$ cat src/rtl/spi_regfile_peripheral_pkg.sv
// spi_pkg: shared definitions for the SPI register-file peripheral.
//   - spi_state_e : frame state (IDLE between frames, ACTIVE while nCS is low)
//   - RW_WRITE / RW_READ : encoding of the first bit of a frame
//   - frame-field helpers : frame length and bit positions of the R/W,
//     address and data fields in a fully received frame (bit 0 = last bit in)
package spi_pkg;

  typedef enum logic {
    ST_IDLE   = 1'b0,
    ST_ACTIVE = 1'b1
  } spi_state_e;

  localparam logic RW_WRITE = 1'b1;
  localparam logic RW_READ  = 1'b0;

  // R/W bit + address + data.
  function automatic int frame_len(input int addr_w, input int data_w);
    return 1 + addr_w + data_w;
  endfunction

  // Number of bits up to and including the address (read data is looked up here).
  function automatic int hdr_len(input int addr_w);
    return 1 + addr_w;
  endfunction

  // Position of the R/W bit once the whole frame has been shifted in.
  function automatic int rw_pos(input int addr_w, input int data_w);
    return addr_w + data_w;
  endfunction

  // Position of the address LSB once the whole frame has been shifted in.
  function automatic int addr_lsb(input int data_w);
    return data_w;
  endfunction

endpackage

$ cat src/rtl/spi_regfile_peripheral_sync_edge.sv
// spi_sync_edge: multi-flop synchroniser with edge detection.
// Ports:
//   clk, rst_n : system clock, asynchronous active-low reset
//   i_d        : asynchronous input
//   o_level    : synchronised level (the newer of the two edge-detect stages)
//   o_rise     : one-clk pulse on a synchronised rising edge
//   o_fall     : one-clk pulse on a synchronised falling edge
// Every stage resets to RESET_VAL so an input sitting at its idle level
// produces no spurious edge when reset is released.
module spi_sync_edge #(
  parameter int SYNC_FLOPS = 2,
  parameter bit RESET_VAL  = 1'b0
) (
  input  logic clk,
  input  logic rst_n,
  input  logic i_d,
  output logic o_level,
  output logic o_rise,
  output logic o_fall
);

  // r_sync[0] is the first stage, r_sync[SYNC_FLOPS-1] the last.
  logic [SYNC_FLOPS-1:0] r_sync;

  always_ff @(posedge clk or negedge rst_n) begin
    if (!rst_n) begin
      r_sync <= {SYNC_FLOPS{RESET_VAL}};
    end else begin
      r_sync <= {r_sync[SYNC_FLOPS-2:0], i_d};
    end
  end

  // Edges are taken between the last two stages; the level is reported from
  // the newer of them so it is aligned with the edge pulses.
  assign o_level = r_sync[SYNC_FLOPS-2];
  assign o_rise  =  r_sync[SYNC_FLOPS-2] & ~r_sync[SYNC_FLOPS-1];
  assign o_fall  = ~r_sync[SYNC_FLOPS-2] &  r_sync[SYNC_FLOPS-1];

endmodule

$ cat src/rtl/spi_regfile_peripheral.sv
// spi_regfile_peripheral: SPI target giving an external controller read/write
// access to NUM_REGS registers of DATA_W bits.
// Frame (MSB first): R/W (1 = write), ADDR_W address bits, DATA_W data bits.
// Ports:
//   clk, rst_n : system clock (>= 8x SCLK), asynchronous active-low reset
//   SCLK, COPI, nCS : SPI pins from the controller (asynchronous to clk)
//   CIPO, cipo_oe   : read data to the controller and its pad enable
//   regs_o    : flat register bus, reg k at [k*DATA_W +: DATA_W]
//   wr_pulse  : one-clk pulse when a write commits
//   wr_addr   : address of the last committed write
//   frame_err : one-clk pulse when nCS rises on a frame of the wrong length
module spi_regfile_peripheral
  import spi_pkg::*;
#(
  parameter int SYNC_FLOPS = 2,
  parameter int ADDR_W     = 7,
  parameter int DATA_W     = 8,
  parameter int NUM_REGS   = 5,
  parameter bit CPOL       = 1'b0,
  parameter bit CPHA       = 1'b0
) (
  input  logic                       clk,
  input  logic                       rst_n,
  input  logic                       SCLK,
  input  logic                       COPI,
  input  logic                       nCS,
  output logic                       CIPO,
  output logic                       cipo_oe,
  output logic [NUM_REGS*DATA_W-1:0] regs_o,
  output logic                       wr_pulse,
  output logic [ADDR_W-1:0]          wr_addr,
  output logic                       frame_err
);

  localparam int FRAME_LEN = frame_len(ADDR_W, DATA_W);
  localparam int HDR_LEN   = hdr_len(ADDR_W);
  localparam int RW_POS    = rw_pos(ADDR_W, DATA_W);
  localparam int ADDR_LSB  = addr_lsb(DATA_W);
  localparam int CNT_W     = $clog2(FRAME_LEN + 2);
  localparam logic [CNT_W-1:0]  CNT_FULL   = CNT_W'(FRAME_LEN);
  localparam logic [CNT_W-1:0]  CNT_HDR    = CNT_W'(HDR_LEN);
  localparam logic [CNT_W-1:0]  CNT_MAX    = CNT_W'(FRAME_LEN + 1);
  localparam logic [ADDR_W:0]   NUM_REGS_X = (ADDR_W + 1)'(NUM_REGS);
  localparam bit SAMPLE_RISE = ((CPOL ^ CPHA) == 1'b0);

  logic w_sclk_lvl, w_sclk_rise, w_sclk_fall;
  logic w_ncs_lvl, w_ncs_rise, w_ncs_fall;
  logic w_copi, w_copi_rise, w_copi_fall;

  spi_sync_edge #(.SYNC_FLOPS(SYNC_FLOPS), .RESET_VAL(CPOL)) u_sync_sclk (
    .clk(clk), .rst_n(rst_n), .i_d(SCLK),
    .o_level(w_sclk_lvl), .o_rise(w_sclk_rise), .o_fall(w_sclk_fall)
  );
  spi_sync_edge #(.SYNC_FLOPS(SYNC_FLOPS), .RESET_VAL(1'b1)) u_sync_ncs (
    .clk(clk), .rst_n(rst_n), .i_d(nCS),
    .o_level(w_ncs_lvl), .o_rise(w_ncs_rise), .o_fall(w_ncs_fall)
  );
  spi_sync_edge #(.SYNC_FLOPS(SYNC_FLOPS), .RESET_VAL(1'b0)) u_sync_copi (
    .clk(clk), .rst_n(rst_n), .i_d(COPI),
    .o_level(w_copi), .o_rise(w_copi_rise), .o_fall(w_copi_fall)
  );

  // Only the edge pulses of SCLK/nCS and the level of COPI are needed.
  logic w_unused;
  assign w_unused = ^{w_sclk_lvl, w_ncs_lvl, w_copi_rise, w_copi_fall};

  spi_state_e r_state, w_state_next;

  logic [CNT_W-1:0]     r_cnt;
  logic [FRAME_LEN-1:0] r_shift;
  logic [DATA_W-1:0]    r_rdata;
  logic                 r_rd_armed;
  logic                 r_cipo, r_cipo_oe, r_wr_pulse, r_frame_err;
  logic [ADDR_W-1:0]    r_wr_addr;
  logic [DATA_W-1:0]    r_regs [NUM_REGS];

  // SCLK edges count only inside a frame and never on a cycle where nCS moves.
  logic w_sclk_ok, w_sample, w_shift_edge;
  assign w_sclk_ok    = (r_state == ST_ACTIVE) && !w_ncs_rise && !w_ncs_fall;
  assign w_sample     = w_sclk_ok && (SAMPLE_RISE ? w_sclk_rise : w_sclk_fall);
  assign w_shift_edge = w_sclk_ok && (SAMPLE_RISE ? w_sclk_fall : w_sclk_rise);

  logic [FRAME_LEN-1:0] w_shift_next;
  logic [CNT_W-1:0]     w_cnt_inc;
  assign w_shift_next = {r_shift[FRAME_LEN-2:0], w_copi};
  assign w_cnt_inc    = (r_cnt == CNT_MAX) ? r_cnt : r_cnt + 1'b1;

  // Header view (valid when the address has just completed) and full-frame view.
  logic              w_hdr_rw, w_frm_rw, w_hdr_valid, w_frm_valid;
  logic [ADDR_W-1:0] w_hdr_addr, w_frm_addr;
  logic [DATA_W-1:0] w_frm_data, w_rd_lookup;
  assign w_hdr_rw    = w_shift_next[ADDR_W];
  assign w_hdr_addr  = w_shift_next[ADDR_W-1:0];
  assign w_frm_rw    = r_shift[RW_POS];
  assign w_frm_addr  = r_shift[ADDR_LSB +: ADDR_W];
  assign w_frm_data  = r_shift[DATA_W-1:0];
  assign w_hdr_valid = {1'b0, w_hdr_addr} < NUM_REGS_X;
  assign w_frm_valid = {1'b0, w_frm_addr} < NUM_REGS_X;

  always_comb begin
    w_rd_lookup = '0;
    for (int k = 0; k < NUM_REGS; k++) begin
      if (w_hdr_valid && (w_hdr_addr == ADDR_W'(k))) w_rd_lookup = r_regs[k];
    end
  end

  logic w_commit;
  assign w_commit = w_ncs_rise && (r_state == ST_ACTIVE) && (r_cnt == CNT_FULL)
                    && (w_frm_rw == RW_WRITE) && w_frm_valid;

  always_ff @(posedge clk or negedge rst_n) begin
    if (!rst_n) r_state <= ST_IDLE;
    else        r_state <= w_state_next;
  end

  always_comb begin
    w_state_next = r_state;
    case (r_state)
      ST_IDLE:   if (w_ncs_fall) w_state_next = ST_ACTIVE;
      ST_ACTIVE: if (w_ncs_rise) w_state_next = ST_IDLE;
      default:   w_state_next = ST_IDLE;
    endcase
  end

  always_ff @(posedge clk or negedge rst_n) begin
    if (!rst_n) begin
      r_cnt       <= '0;
      r_shift     <= '0;
      r_rdata     <= '0;
      r_rd_armed  <= 1'b0;
      r_cipo      <= 1'b0;
      r_cipo_oe   <= 1'b0;
      r_wr_pulse  <= 1'b0;
      r_frame_err <= 1'b0;
      r_wr_addr   <= '0;
      for (int k = 0; k < NUM_REGS; k++) r_regs[k] <= '0;
    end else begin
      r_wr_pulse  <= 1'b0;
      r_frame_err <= 1'b0;
      if (w_ncs_fall) begin
        r_cnt      <= '0;
        r_shift    <= '0;
        r_rd_armed <= 1'b0;
        r_cipo     <= 1'b0;
        r_cipo_oe  <= 1'b0;
      end else if (w_ncs_rise) begin
        if (r_state == ST_ACTIVE) begin
          if (r_cnt != CNT_FULL) begin
            r_frame_err <= 1'b1;
          end else if (w_commit) begin
            r_wr_pulse <= 1'b1;
            r_wr_addr  <= w_frm_addr;
          end
        end
        for (int k = 0; k < NUM_REGS; k++) begin
          if (w_commit && (w_frm_addr == ADDR_W'(k))) r_regs[k] <= w_frm_data;
        end
        r_rd_armed <= 1'b0;
        r_cipo     <= 1'b0;
        r_cipo_oe  <= 1'b0;
      end else begin
        if (w_sample) begin
          r_shift <= w_shift_next;
          r_cnt   <= w_cnt_inc;
          // Read data is captured the moment the last address bit arrives.
          if ((w_cnt_inc == CNT_HDR) && (r_cnt != CNT_HDR) && (w_hdr_rw == RW_READ)) begin
            r_rdata    <= w_rd_lookup;
            r_rd_armed <= 1'b1;
          end
        end
        // Zero-fill shifting leaves CIPO at 0 once the LSB has gone out.
        if (w_shift_edge && r_rd_armed) begin
          r_cipo_oe <= 1'b1;
          r_cipo    <= r_rdata[DATA_W-1];
          r_rdata   <= {r_rdata[DATA_W-2:0], 1'b0};
        end
      end
    end
  end

  for (genvar gi = 0; gi < NUM_REGS; gi++) begin : g_regs_flat
    assign regs_o[gi*DATA_W +: DATA_W] = r_regs[gi];
  end

  assign CIPO      = r_cipo;
  assign cipo_oe   = r_cipo_oe;
  assign wr_pulse  = r_wr_pulse;
  assign wr_addr   = r_wr_addr;
  assign frame_err = r_frame_err;

endmodule

$ cat config.mk
export PLATFORM = sky130hd
export DESIGN_NAME = spi_regfile_peripheral
export DESIGN_NICKNAME = d
export VERILOG_FILES = /design/src/rtl/spi_regfile_peripheral_pkg.sv /design/src/rtl/spi_regfile_peripheral_sync_edge.sv /design/src/rtl/spi_regfile_peripheral.sv
export SDC_FILE = /design/constraint.sdc
export NUM_CORES = 1
export LEC_CHECK = 0
export ABC_CLOCK_PERIOD_IN_PS = 2800
export CORE_MARGIN = 2
export CORE_UTILIZATION = 55
export DETAILED_ROUTE_END_ITERATION = 8
export PLACE_DENSITY = 0.8
export SYNTH_ARGS = -nofsm -noshare
export SYNTH_HDL_FRONTEND = slang
export SYNTH_SLANG_ARGS = --single-unit
$ cat constraint.sdc
create_clock -name clk -period 2.8 [get_ports clk]
set_clock_uncertainty 0.2 [all_clocks]
set_input_delay 0.84 -clock clk [delete_from_list [all_inputs] [get_ports clk]]
set_output_delay 0.84 -clock clk [all_outputs]
set_load 0.01 [all_outputs]
==> impl_metrics.env <==
export IMPL_setup_viol_count_final=0
export IMPL_drtIter0Drc=124
export IMPL_pre_cts_ws_ns=0.149
export IMPL_status="finished, final reports clean"
export IMPL_drv_cap=0
export IMPL_p_int_mw=1.83
export IMPL_antenna_found_initial=0
export IMPL_ys_seq_elements=87
export IMPL_utilization=0.681
export IMPL_num_rows=31
export IMPL_grt_start_max_net_pins=39
export IMPL_hold_class="reg2reg"
export IMPL_post_cts_resized=0
export IMPL_fin_crit_ns=2.65
export IMPL_cp_arrival_ns=2.69
export IMPL_place_hpwl_mm=5.89
export IMPL_rsz0062_at_grt="no"
export IMPL_worstSetupPathType="reg2reg"
export IMPL_ant_nets=0
export IMPL_regArea_sq_um=2180
export IMPL_synth_top_cell_by_area="dfrtp_1"
export IMPL_antenna_cells=0
export IMPL_synthTopCellsByArea="dfrtp_1 53%, mux2_2 15%, nand2_1 4.5%"
export IMPL_fin_nets=411
export IMPL_hold_viol=0
export IMPL_syn_instance_count=340
export IMPL_h_tree_depth=3
export IMPL_end_kind="flop"
export IMPL_synth_common_cells="85 x dfrtp_1, 53 x mux2_2, 48 x nand2_1"
export IMPL_ctsHoldBuffers=0
export IMPL_drc=0
export IMPL_max_freq_ghz=0.377
export IMPL_io_buffer_count=55
export IMPL_p_comb_frac=0.145
export IMPL_p_leak_nw=2.18
export IMPL_floorplan_initialDensity=0.562
export IMPL_die_h_um=89.6
export IMPL_netSwitchingPower_uw=789
export IMPL_drt_first_pass_iters=4
export IMPL_yosysWarnings=0
export IMPL_routedWlPerCell_um=16.7
export IMPL_synth_most_common_cell="dfrtp_1"
export IMPL_period_share=0.947
export IMPL_ys_seq_area_frac=0.541
export IMPL_tightestPinTransition_ns=0.603
export IMPL_grt_pass1_wl_mm=13.4
export IMPL_ys_types=43
export IMPL_sw_frac_of_total=0.301
export IMPL_synth_area_sq_um=4030
export IMPL_multiInputGateArea_sq_um=1730
export IMPL_seqPwrFrac=0.557
export IMPL_vdd_ir_drop_max_v=0.000256
export IMPL_drive_gt1_frac=0.225
export IMPL_place_gp_congestion=0.846
export IMPL_ys_async_sr_fraction=1.00
export IMPL_worstPathRequired_ns=2.84
export IMPL_cts_tree="yes"
export IMPL_cts_root_buf="clkbuf_8"
export IMPL_worst_slack_ns=0.148
export IMPL_wl_mm=8.41
export IMPL_clkTransAtPathRegs_ns=0.08
export IMPL_pin_count=56
export IMPL_syn2layout_area_growth_pct=21.2
export IMPL_grt_overflow_total=0
export IMPL_synth_top_cell_area_share=0.528
export IMPL_cts_buffer_depth=2
export IMPL_startpoint_type="flop"
export IMPL_cts_sinks=87
export IMPL_tns_ns=0
export IMPL_die_area_sq_um=8030
export IMPL_die_x_um=89.6
export IMPL_power_share_clock=0.297
export IMPL_worstPathMaxFanout=8
export IMPL_postCtsSetupBuffers=0
export IMPL_cts_buffers=9
export IMPL_vias=2760
export IMPL_grt_pass1_vias=2632
export IMPL_synth_main_ff_cell="dfrtp_1"
export IMPL_grt_use_total=0.225
export IMPL_core_sq_um=7180
export IMPL_avgSynthCellArea_sq_um=11.9
export IMPL_slew_headroom=0.588
export IMPL_nFillCells=532
export IMPL_synth_edf_count=0
export IMPL_power_per_cell_area_nw_per_um2=536
export IMPL_post_drt_via_cell_ratio=5.49
export IMPL_clk_latency_ns=0.36
export IMPL_synth_net_count=352
export IMPL_finalMaxSlewViolations=0
-- critical path, stage by stage (launching register included) --
cell and delay (ns):
dfstp_2 0.56, inv_1 0.05, ha_1 0.23, nand3b_1 0.20, and4bb_4 0.36, nand2b_4 0.10, nor3b_4 0.44, mux2_2 0.39
-- final cells by class --
| type | instances | area share |
|---|---|---|
| multi-input combinational | 224 | 0.355 |
| timing repair buffer | 64 | 0.129 |
| tap | 99 | 0.0254 |
| clock inverter | 6 | 0.00922 |
| inverter | 13 | 0.00999 |
| sequential | 87 | 0.446 |
| clock buffer | 10 | 0.0261 |
-- stage by stage --
step / hold WS [ns] / instance area (sq um) / power [mW] / std cells
floorplan: 0.171 / 4030 / 1.72 / 340
global placement: 0.174 / 4710 / 1.84 / 487
detailed placement: 0.179 / 4710 / 1.86 / 487
CTS: 0.192 / 4890 / 2.64 / 503
global route: 0.210 / 4890 / 2.75 / 503
finish: 0.190 / 4890 / 2.62 / 503
-- final timing paths --
check                                                from                              to  slack (ns)  depth (start not counted)
max                        u_sync_ncs.r_sync[0]$_DFF_PN1_          regs_o[15]$_DFFE_PN0P_        0.15                          7
min                        u_sync_ncs.r_sync[0]$_DFF_PN1_  u_sync_ncs.r_sync[1]$_DFF_PN1_        0.19                          0
max reg2reg                u_sync_ncs.r_sync[0]$_DFF_PN1_          regs_o[15]$_DFFE_PN0P_        0.15                          7
min reg2reg                u_sync_ncs.r_sync[0]$_DFF_PN1_  u_sync_ncs.r_sync[1]$_DFF_PN1_        0.19                          0
max in group asynchronous                           rst_n          r_shift[2]$_DFFE_PN0P_        1.53                          2
min in group asynchronous                           rst_n            r_cnt[1]$_DFFE_PN0P_        0.24                          1
-- cell usage in the layout (no fill, tap or decap), types with 3 or more instances in the layout --
cell / Yosys / final
dfrtp_1: 85 / 85
a21oi_1: 4 / 4
nand3_1: 4 / 4
nand2_1: 48 / 48
nor2_1: 16 / 16
inv_1: 12 / 12
clkinvlp_4: 0 / 3
mux2i_1: 3 / 3
o221ai_1: 14 / 14
clkdlybuf4s50_1: 0 / 54
nand2b_1: 5 / 5
clkbuf_8: 0 / 9
mux2_2: 53 / 53
nand3b_1: 4 / 4
ha_1: 7 / 7
and2_1: 6 / 6
o21ai_0: 25 / 25
mux2_1: 7 / 7
buf_4: 0 / 9
-- power groups by stage --
stage	clock network, mW	registers [mW]	logic (mW)
5_1_grt	0.851	1.48	0.424
3_5_place_dp	0	1.48	0.380
6_report	0.778	1.46	0.381
4_1_cts	0.799	1.46	0.384
2_1_floorplan	0	1.42	0.298
3_3_place_gp	0	1.48	0.364
-- flip-flops by register name, indices dropped and copies added, names as in the netlist, 2 cells and up --
name	count
u_sync_ncs.r_sync	2
r_rdata	8
wr_addr	7
r_cnt	5
u_sync_sclk.r_sync	2
regs_o	40
r_shift	16
-- cell families after synthesis --
kind of cell | after synthesis | synth area share
buf+inv | 29 | 0.0295
flops | 87 | 0.541
simple gates | 103 | 0.141
compound gates | 51 | 0.0919
fa+ha+maj | 7 | 0.0217
mux | 63 | 0.175
-- metal layers --
| layer | GRT usage | routed length, um | vias to the layer above | share of wire |
|---|---|---|---|---|
| li1 | - | - | 1322 | - |
| met1 | 0.330 | 4050 | 1369 | 0.48 |
| met2 | 0.338 | 3970 | 61 | 0.47 |
| met3 | 0.0393 | 288 | 8 | 0.034 |
| met4 | 0.0841 | 102 | 0 | 0.012 |
| met5 | 0 | 0 | - | 0 |
(Power assumes the default switching activity.)
